[src/rtl/mem_arb_pkg.sv]
// mem_arb_pkg: state encoding and requester ids shared by the arbiter and its picker.
package mem_arb_pkg;
   typedef enum logic [1:0] {IDLE = 2'd0, ACCESS = 2'd1, CAPTURE = 2'd2} state_t;
   localparam logic CPU = 1'b0;
   localparam logic DBG = 1'b1;
endpackage

[src/rtl/mem_arbiter_rr_pick2.sv]
// rr_pick2: two-way round-robin winner selection; a tie goes to the side not granted last.
module rr_pick2
   import mem_arb_pkg::*;
(
   input  logic cpu_req_i,
   input  logic dbg_req_i,
   input  logic last_i,
   output logic win_o,
   output logic valid_o
);
   always_comb begin
      valid_o = cpu_req_i | dbg_req_i;
      win_o   = (cpu_req_i && dbg_req_i) ? ~last_i : (dbg_req_i ? DBG : CPU);
   end
endmodule

[src/rtl/mem_arbiter.sv]
// mem_arbiter: shares one registered-output RAM between a CPU and a debug panel,
// one access per three cycles (arbitrate, access, capture).
module mem_arbiter
   import mem_arb_pkg::*;
#(
   parameter int ADDR_W = 8,
   parameter int DATA_W = 16
) (
   input  logic              clk,
   input  logic              reset,
   input  logic              cpu_req,
   input  logic              cpu_write,
   input  logic [ADDR_W-1:0] cpu_addr,
   input  logic [DATA_W-1:0] cpu_wdata,
   output logic [DATA_W-1:0] cpu_rdata,
   output logic              cpu_ack,
   input  logic              dbg_req,
   input  logic              dbg_write,
   input  logic [ADDR_W-1:0] dbg_addr,
   input  logic [DATA_W-1:0] dbg_wdata,
   output logic [DATA_W-1:0] dbg_rdata,
   output logic              dbg_ack,
   output logic [ADDR_W-1:0] mem_addr,
   output logic              mem_write,
   output logic [DATA_W-1:0] mem_din,
   input  logic [DATA_W-1:0] mem_dout,
   output logic              busy
);
   state_t state_q, state_d;
   logic last_q, id_q, wr_q, cpu_ack_q, dbg_ack_q;
   logic [ADDR_W-1:0] addr_q;
   logic [DATA_W-1:0] wdata_q, cpu_rdata_q, dbg_rdata_q;
   logic win, win_v;
   // A requester being acknowledged this cycle is not eligible, so a held req is not re-granted.
   rr_pick2 u_pick (
      .cpu_req_i (cpu_req & ~cpu_ack_q),
      .dbg_req_i (dbg_req & ~dbg_ack_q),
      .last_i    (last_q),
      .win_o     (win),
      .valid_o   (win_v)
   );
   always_comb begin
      state_d = (state_q == IDLE) ? (win_v ? ACCESS : IDLE) : (state_q == ACCESS) ? CAPTURE : IDLE;
   end
   always_ff @(posedge clk) begin
      if (reset) begin
         state_q     <= IDLE;
         last_q      <= DBG;
         id_q        <= CPU;
         wr_q        <= 1'b0;
         addr_q      <= '0;
         wdata_q     <= '0;
         cpu_rdata_q <= '0;
         dbg_rdata_q <= '0;
         cpu_ack_q   <= 1'b0;
         dbg_ack_q   <= 1'b0;
      end else begin
         state_q   <= state_d;
         cpu_ack_q <= (state_q == CAPTURE) && (id_q == CPU);
         dbg_ack_q <= (state_q == CAPTURE) && (id_q == DBG);
         if (state_q == IDLE && win_v) begin
            id_q    <= win;
            last_q  <= win;
            wr_q    <= (win == DBG) ? dbg_write : cpu_write;
            addr_q  <= (win == DBG) ? dbg_addr : cpu_addr;
            wdata_q <= (win == DBG) ? dbg_wdata : cpu_wdata;
         end
         if (state_q == CAPTURE && id_q == CPU) cpu_rdata_q <= mem_dout;
         if (state_q == CAPTURE && id_q == DBG) dbg_rdata_q <= mem_dout;
      end
   end
   assign mem_addr  = addr_q;
   assign mem_din   = wdata_q;
   assign mem_write = (state_q == ACCESS) && wr_q;
   assign cpu_rdata = cpu_rdata_q;
   assign dbg_rdata = dbg_rdata_q;
   assign cpu_ack   = cpu_ack_q;
   assign dbg_ack   = dbg_ack_q;
   assign busy      = (state_q != IDLE);
endmodule

[config.mk]
export PLATFORM = sky130hd
export DESIGN_NAME = mem_arbiter
export DESIGN_NICKNAME = d
export VERILOG_FILES = /design/src/rtl/mem_arb_pkg.sv /design/src/rtl/mem_arbiter_rr_pick2.sv /design/src/rtl/mem_arbiter.sv
export SDC_FILE = /design/constraint.sdc
export NUM_CORES = 1
export LEC_CHECK = 0
export ABC_AREA = 1
export CAP_MARGIN = 5
export CORE_ASPECT_RATIO = 1.75
export CORE_MARGIN = 3
export CORE_UTILIZATION = 45
export DETAILED_ROUTE_END_ITERATION = 16
export HOLD_SLACK_MARGIN = 0.06
export PLACE_DENSITY = 0.94
export SYNTH_ARGS = -nofsm -noshare
export SYNTH_HDL_FRONTEND = slang
export SYNTH_SLANG_ARGS = --single-unit
[constraint.sdc]
create_clock -name clk -period 2.5 [get_ports clk]
set_clock_uncertainty 0.05 [all_clocks]
set_input_delay 0.375 -clock clk [delete_from_list [all_inputs] [get_ports clk]]
set_output_delay 0.375 -clock clk [all_outputs]
set_load 0.01 [all_outputs]
==> impl_metrics.csv, run 1 <==
group,metric,value,unit
min_path,whs_endpoint,"cpu_rdata[8]",
clock_tree,cts_tree,"built",
route,drt_iter0_drc,213,
grt,grt_pass1_vias,2876,
sta,fin_crit,2090,ps
critical_path,path_max_fanout,3,
grt,grt_pass1_wl,12500,um
floorplan,die_area,7380,sq um
sta,max_clock_freq,0.478,GHz
cells_and_area,final_cells,614,
cells_and_area,antenna_cells,0,
sta,setup_viol,0,
pwr,combPwrFrac,0.234,
pwr,p_int,0.00195,W
route,antenna_left,0,
critical_path,rr_endpoint,"mem_addr[4]",
clock_tree,htreeDepth,3,
min_path,min_from,"cpu_rdata[8]",
clock_tree,clk_path_buf_depth,2,
clock_tree,cts_sinks,63,
pwr,power_frac_seq,0.423,
route,wirelength,7570,um
synth,syn_area_per_cell,6.95,sq um
placed_design,place_inst,598,
sta,grt_setup_unrepaired,"false",
placed_design,dp_hpwl,5590,um
route,vias,2905,
pwr,power.density,603,nW/um^2
pwr,pwr-share-clk,0.343,
synth,synth_warnings,0,
sta,tightest_slew,653,ps
critical_path,worstPathArrival,1670,ps
floorplan,rows,37,
min_path,hold_path_depth,2,
critical_path,r2r_setup_slack,900,ps
synth,synth_nets,481,
placed_design,io_buffer_count,129,
critical_path,worstSetupPathType,"flip-flop to output pin",
sta,fin_crit_sh,0.838,
placed_design,gp_congestion,0.793,
synth,synthesis.area,2860,sq um
grt,antenna_found_initial,0,
floorplan,die_w,66.2,um
route,drc,0,
pwr,power.switching,0.000707,W
synth,synth_cell_types,21,
clock_tree,cts_root_buf,"clkbuf_8",
cells_and_area,fill_cells,462,
synth,netlist_instances,411,
critical_path,r2r_start,"state_q[1]",
synth,ys_seq_area_frac,0.442,
critical_path,end_kind,"output pin",
pwr,leakagePower,1.82,nW
sta,hold_viol_final,0,
critical_path,cp-start-kind,"flip-flop",
sta,slew_viol_final,0,
route,viasPerCell,4.73,
status,status,"finished clean",
cells_and_area,final_nets,601,
floorplan,io_pins,130,
cells_and_area,drive_gt1_frac,0.0616,
critical_path,worstPathRequired,2080,ps
route,firstDrtPassIters,5,
min_path,hp-class,"flip-flop to flip-flop",
cells_and_area,area_growth,54.1,%
clock_tree,cts_inserted_buffers,9,
floorplan,initial_core_util,0.475,
floorplan,dieHeight,111,um
grt,track_usage,0.212,
clock_tree,hold_buffers,0,
clock_tree,clock_latency,330,ps
pwr,ir_drop,0.000524,V
run,cap_violations,0,
clock_tree,clkTransAtPathRegs,70,ps
clock_tree,ctsResizeCount,0,
critical_path,r2r_cells,6,
sta,fin_setup_tns,0,ps
route,wl_per_cell,12.3,um
clock_tree,post-cts-setup-buffers,0,
pwr,swShare,0.266,
grt,grt_max_degree,51,
floorplan,core,6020,sq um
sta,relSlewSlack,0.564,
synth,synth_seq_cells,63,
grt,grt_overflow,0,
-- metal layers --
layer	track usage	vias to the layer above	routed length, um
li1	-	1518	-
met1	0.231	1268	2910
met2	0.379	103	4030
met3	0.0494	16	452
met4	0.0896	0	173
met5	0	-	0
-- placed cells by master (no fill, tap or decap), drive strengths merged --
cell type	count
clkdlybuf4s50	129
dfxtp	63
nand4	1
a21boi	25
clkbuf	13
nand3	28
inv	63
or2	1
bufinv	1
buf	6
nand3b	1
nand2	81
o21ai	32
clkinv	2
a21oi	34
nor2	56
-- kinds of logic after synthesis --
family / count (synthesis) / share of synthesized area
flops: 63 / 0.442
compound gates: 91 / 0.185
buf+inv: 89 / 0.132
simple gates: 168 / 0.241
-- critical path, cell delays in order (launching register included) --
cell and delay [ps]:
dfxtp_1 340, inv_1 70, or2_2 290, nor2_1 80, clkdlybuf4s50_1 560
-- power by group through the flow --
stage	registers (W)	clock network [W]	logic [W]
finish	0.00112	0.000911	0.000620
global route	0.00113	0.000978	0.000689
global placement	0.00114	0	0.000606
detailed placement	0.00114	0	0.000619
floorplan	0.00117	0	0.000287
CTS	0.00112	0.000931	0.000624
-- per-stage QoR --
step           utilization  worst slack, ps  power [W]  area (sq um)  hold WS [ps]
2_1_floorplan            -             1260    0.00146          2860           394
3_3_place_gp         0.697              531    0.00175          4190           379
3_5_place_dp         0.697              488    0.00176          4190           388
4_1_cts              0.731              375    0.00268          4400           398
5_1_grt              0.731              260    0.00280          4400           412
6_report             0.731              406    0.00265          4400           393
-- synth_stat cells --
cell type,instances,area (sq um)
dfxtp_1,63,1260
buf_6,2,22.5
inv_2,3,11.3
buf_4,4,30.0
buf_2,9,45.0
nand4_1,1,6.26
a21oi_1,33,165
a21boi_0,6,45.0
a21oi_4,1,16.3
nand3b_1,1,7.51
a21boi_1,19,143
o21ai_0,32,160
nand2_1,76,285
nand2_2,5,31.3
nor2_2,1,6.26
clkbuf_1,10,37.5
nor2_1,55,206
nand3_1,28,140
clkbuf_2,1,5.00
inv_1,60,225
or2_2,1,6.26
-- sequential cells by signal (all words and copies together), names as in the netlist --
register / count
id_q: 1
last_q: 1
dbg_ack: 1
wr_q: 1
cpu_ack: 1
dbg_rdata: 16
cpu_rdata: 16
mem_din: 16
mem_addr: 8
state_q: 2
-- layout make-up --
cell class / count / area, sq um / area share
timing repair buffer: 135 / 1370 / 0.312
sequential: 63 / 1260 / 0.287
multi-input combinational: 259 / 1220 / 0.278
inverter: 63 / 236 / 0.0537
clock buffer: 13 / 169 / 0.0384
tap: 78 / 97.6 / 0.0222
clock inverter: 3 / 40.0 / 0.00910
-- worst max path at each step --
stage	startpoint	endpoint	slack, ps	cells after the start
floorplan	state_q[0]	mem_write	1260	3
global placement	cpu_req	mem_addr[3]	530	6
detailed placement	cpu_req	mem_addr[4]	490	6
CTS	state_q[0]	mem_write	370	4
global route	state_q[0]	mem_write	260	4
finish	state_q[0]	mem_write	410	4
No activity file was read; power rests on OpenSTA's default activity.
==> inputs of run 2 (changes only) <==
--- a/config.mk
+++ b/config.mk
@@ -9,10 +9,10 @@
 export CAP_MARGIN = 5
 export CORE_ASPECT_RATIO = 1.75
 export CORE_MARGIN = 3
-export CORE_UTILIZATION = 45
+export CORE_UTILIZATION = 37
 export DETAILED_ROUTE_END_ITERATION = 16
 export HOLD_SLACK_MARGIN = 0.06
-export PLACE_DENSITY = 0.94
+export PLACE_DENSITY = 0.84
 export SYNTH_ARGS = -nofsm -noshare
 export SYNTH_HDL_FRONTEND = slang
 export SYNTH_SLANG_ARGS = --single-unit
==> constraint.sdc (replaced) <==
create_clock -name clk -period 1.7 [get_ports clk]
set_clock_uncertainty 0.05 [all_clocks]
set_input_delay 0.255 -clock clk [delete_from_list [all_inputs] [get_ports clk]]
set_output_delay 0.255 -clock clk [all_outputs]
set_load 0.01 [all_outputs]
==> impl_metrics.csv, run 2 (same netlist as run 1, synthesis figures left out) <==
group,metric,value,unit
route,drt_iter0_drc,89,
critical_path,r2r_start,"state_q[0]",
critical_path,worstPathArrival,1250,ps
route,vias,2979,
clock_tree,cts_sinks,63,
clock_tree,cts_inserted_buffers,9,
sta,hold_viol_final,0,
clock_tree,ctsResizeCount,3,
critical_path,worstPathRequired,1390,ps
cells_and_area,drive_gt1_frac,0.0776,
grt,grt_pass1_wl,13000,um
grt,grt_pass1_vias,2875,
route,antenna_left,0,
critical_path,worstSetupPathType,"flip-flop to output pin",
clock_tree,htreeDepth,3,
floorplan,die_w,72.4,um
sta,max_clock_freq,0.642,GHz
route,firstDrtPassIters,4,
critical_path,critical-path-top-delay-family,"buffers and inverters",
clock_tree,clock_latency,320,ps
critical_path,slowest_delay,570,ps
cells_and_area,final_area,4590,sq um
route,wirelength,8020,um
sta,slew_viol_final,0,
placed_design,gp_congestion,0.738,
critical_path,cp_slowest_cell,"clkdlybuf4s50_1",
sta,grt_setup_unrepaired,"false",
critical_path,cp-startpoint,"cpu_ack",
pwr,total_power,0.00446,W
grt,track_usage,0.187,
sta,fin_crit,1560,ps
placed_design,place_area,4280,sq um
sta,whs,392,ps
critical_path,path_max_fanout,2,
cells_and_area,area_growth,60.8,%
floorplan,rows,41,
sta,relSlewSlack,0.810,
critical_path,crit_chain,"clkdlybuf4s50_1",
route,viasPerCell,4.75,
min_path,min_from,"dbg_rdata[13]",
placed_design,dp_hpwl,5840,um
sta,worst_slack,141,ps
sta,tightest_slew,286,ps
cells_and_area,final_nets,606,
clock_tree,post-cts-setup-buffers,0,
critical_path,cp-start-kind,"flip-flop",
clock_tree,cts_root_buf,"clkbuf_16",
clock_tree,hold_buffers,0,
cells_and_area,final_common_cell,"clkdlybuf4s50_1",
floorplan,dieHeight,122,um
grt,grt_max_degree,51,
sta,setup_viol,0,
placed_design,io_buffer_count,129,
status,status,"finished clean",
cells_and_area,antenna_cells,0,
clock_tree,clkTransAtPathRegs,50,ps
critical_path,crit_buf_inv,1,
pwr,power.density,971,nW/um^2
run,cap_violations,0,
grt,grt_overflow,0,
placed_design,place_ws,43.3,ps
route,wl_per_cell,12.8,um
sta,fin_crit_sh,0.917,
floorplan,core,7340,sq um
floorplan,die_area,8850,sq um
grt,antenna_found_initial,0,
min_path,hp-class,"flip-flop to flip-flop",
pwr,leakagePower,1.91,nW
pwr,ir_drop,0.000565,V
critical_path,end_kind,"output pin",
cells_and_area,final_core_util,0.626,
floorplan,io_pins,130,
cells_and_area,final_cell_mix,"clkdlybuf4s50_1, nand2_1, dfxtp_1",
floorplan,initial_core_util,0.389,
clock_tree,cts_tree,"built",
clock_tree,clk_path_buf_depth,2,
route,drc,0,
[run 2: cell count changes in the layout (fill, tap and decap cells not counted), sizes merged]
cell,previous run,this run
buf,6,12
clkbuf,13,11
clkdlybuf4s50,129,127
clkinv,2,3
clkinvlp,0,1
dlymetal6s2s,0,1
[run 2: path summary, 6_finish.rpt]
check                   to  slack [ps]  depth (start not counted)
max                cpu_ack         140                          1
min          dbg_rdata[13]         390                          2
max reg2reg   cpu_rdata[9]         430                          5
min reg2reg  dbg_rdata[13]         390                          2
[run 2: cell type report]
cell class | count | area (sq um)
inverter | 63 | 236
clock buffer | 11 | 253
multi-input combinational | 259 | 1230
fill | 668 | 2740
timing repair buffer | 140 | 1450
tap | 86 | 108
sequential | 63 | 1260
clock inverter | 5 | 56.3
[run 2: layer usage]
metal	wire length [um]	GRT usage	share of wire	up-vias
li1	-	-	-	1528
met1	3030	0.188	0.38	1335
met3	490	0.0582	0.061	18
met5	0	0	0	-
met4	237	0.0774	0.030	0
met2	4270	0.347	0.53	98
[run 2: tightest hold or removal path: cells and delay by family, from the launching register on]
family                 cells  cell delay [ps]
AOI/OAI and AO/OA          1               50
buffers and inverters      1               40
DFF                        1              300
[run 2: per-stage QoR]
| step | std cells | TNS, ps |
|---|---|---|
| final | 627 | 0 |
| after global routing | 627 | 0 |
| after CTS | 627 | -44.6 |
| after detailed placement | 611 | 0 |
| after global placement | 611 | 0 |
| after floorplan | 411 | 0 |
[run 2: power by group]
| part | internal (W) | total [W] | switching (W) |
|---|---|---|---|
| registers | 0.00159 | 0.00165 | 0.0000609 |
| clock network | 0.00121 | 0.00185 | 0.000644 |
| logic | 0.000512 | 0.000956 | 0.000443 |
| total | 0.00331 | 0.00446 | 0.00115 |
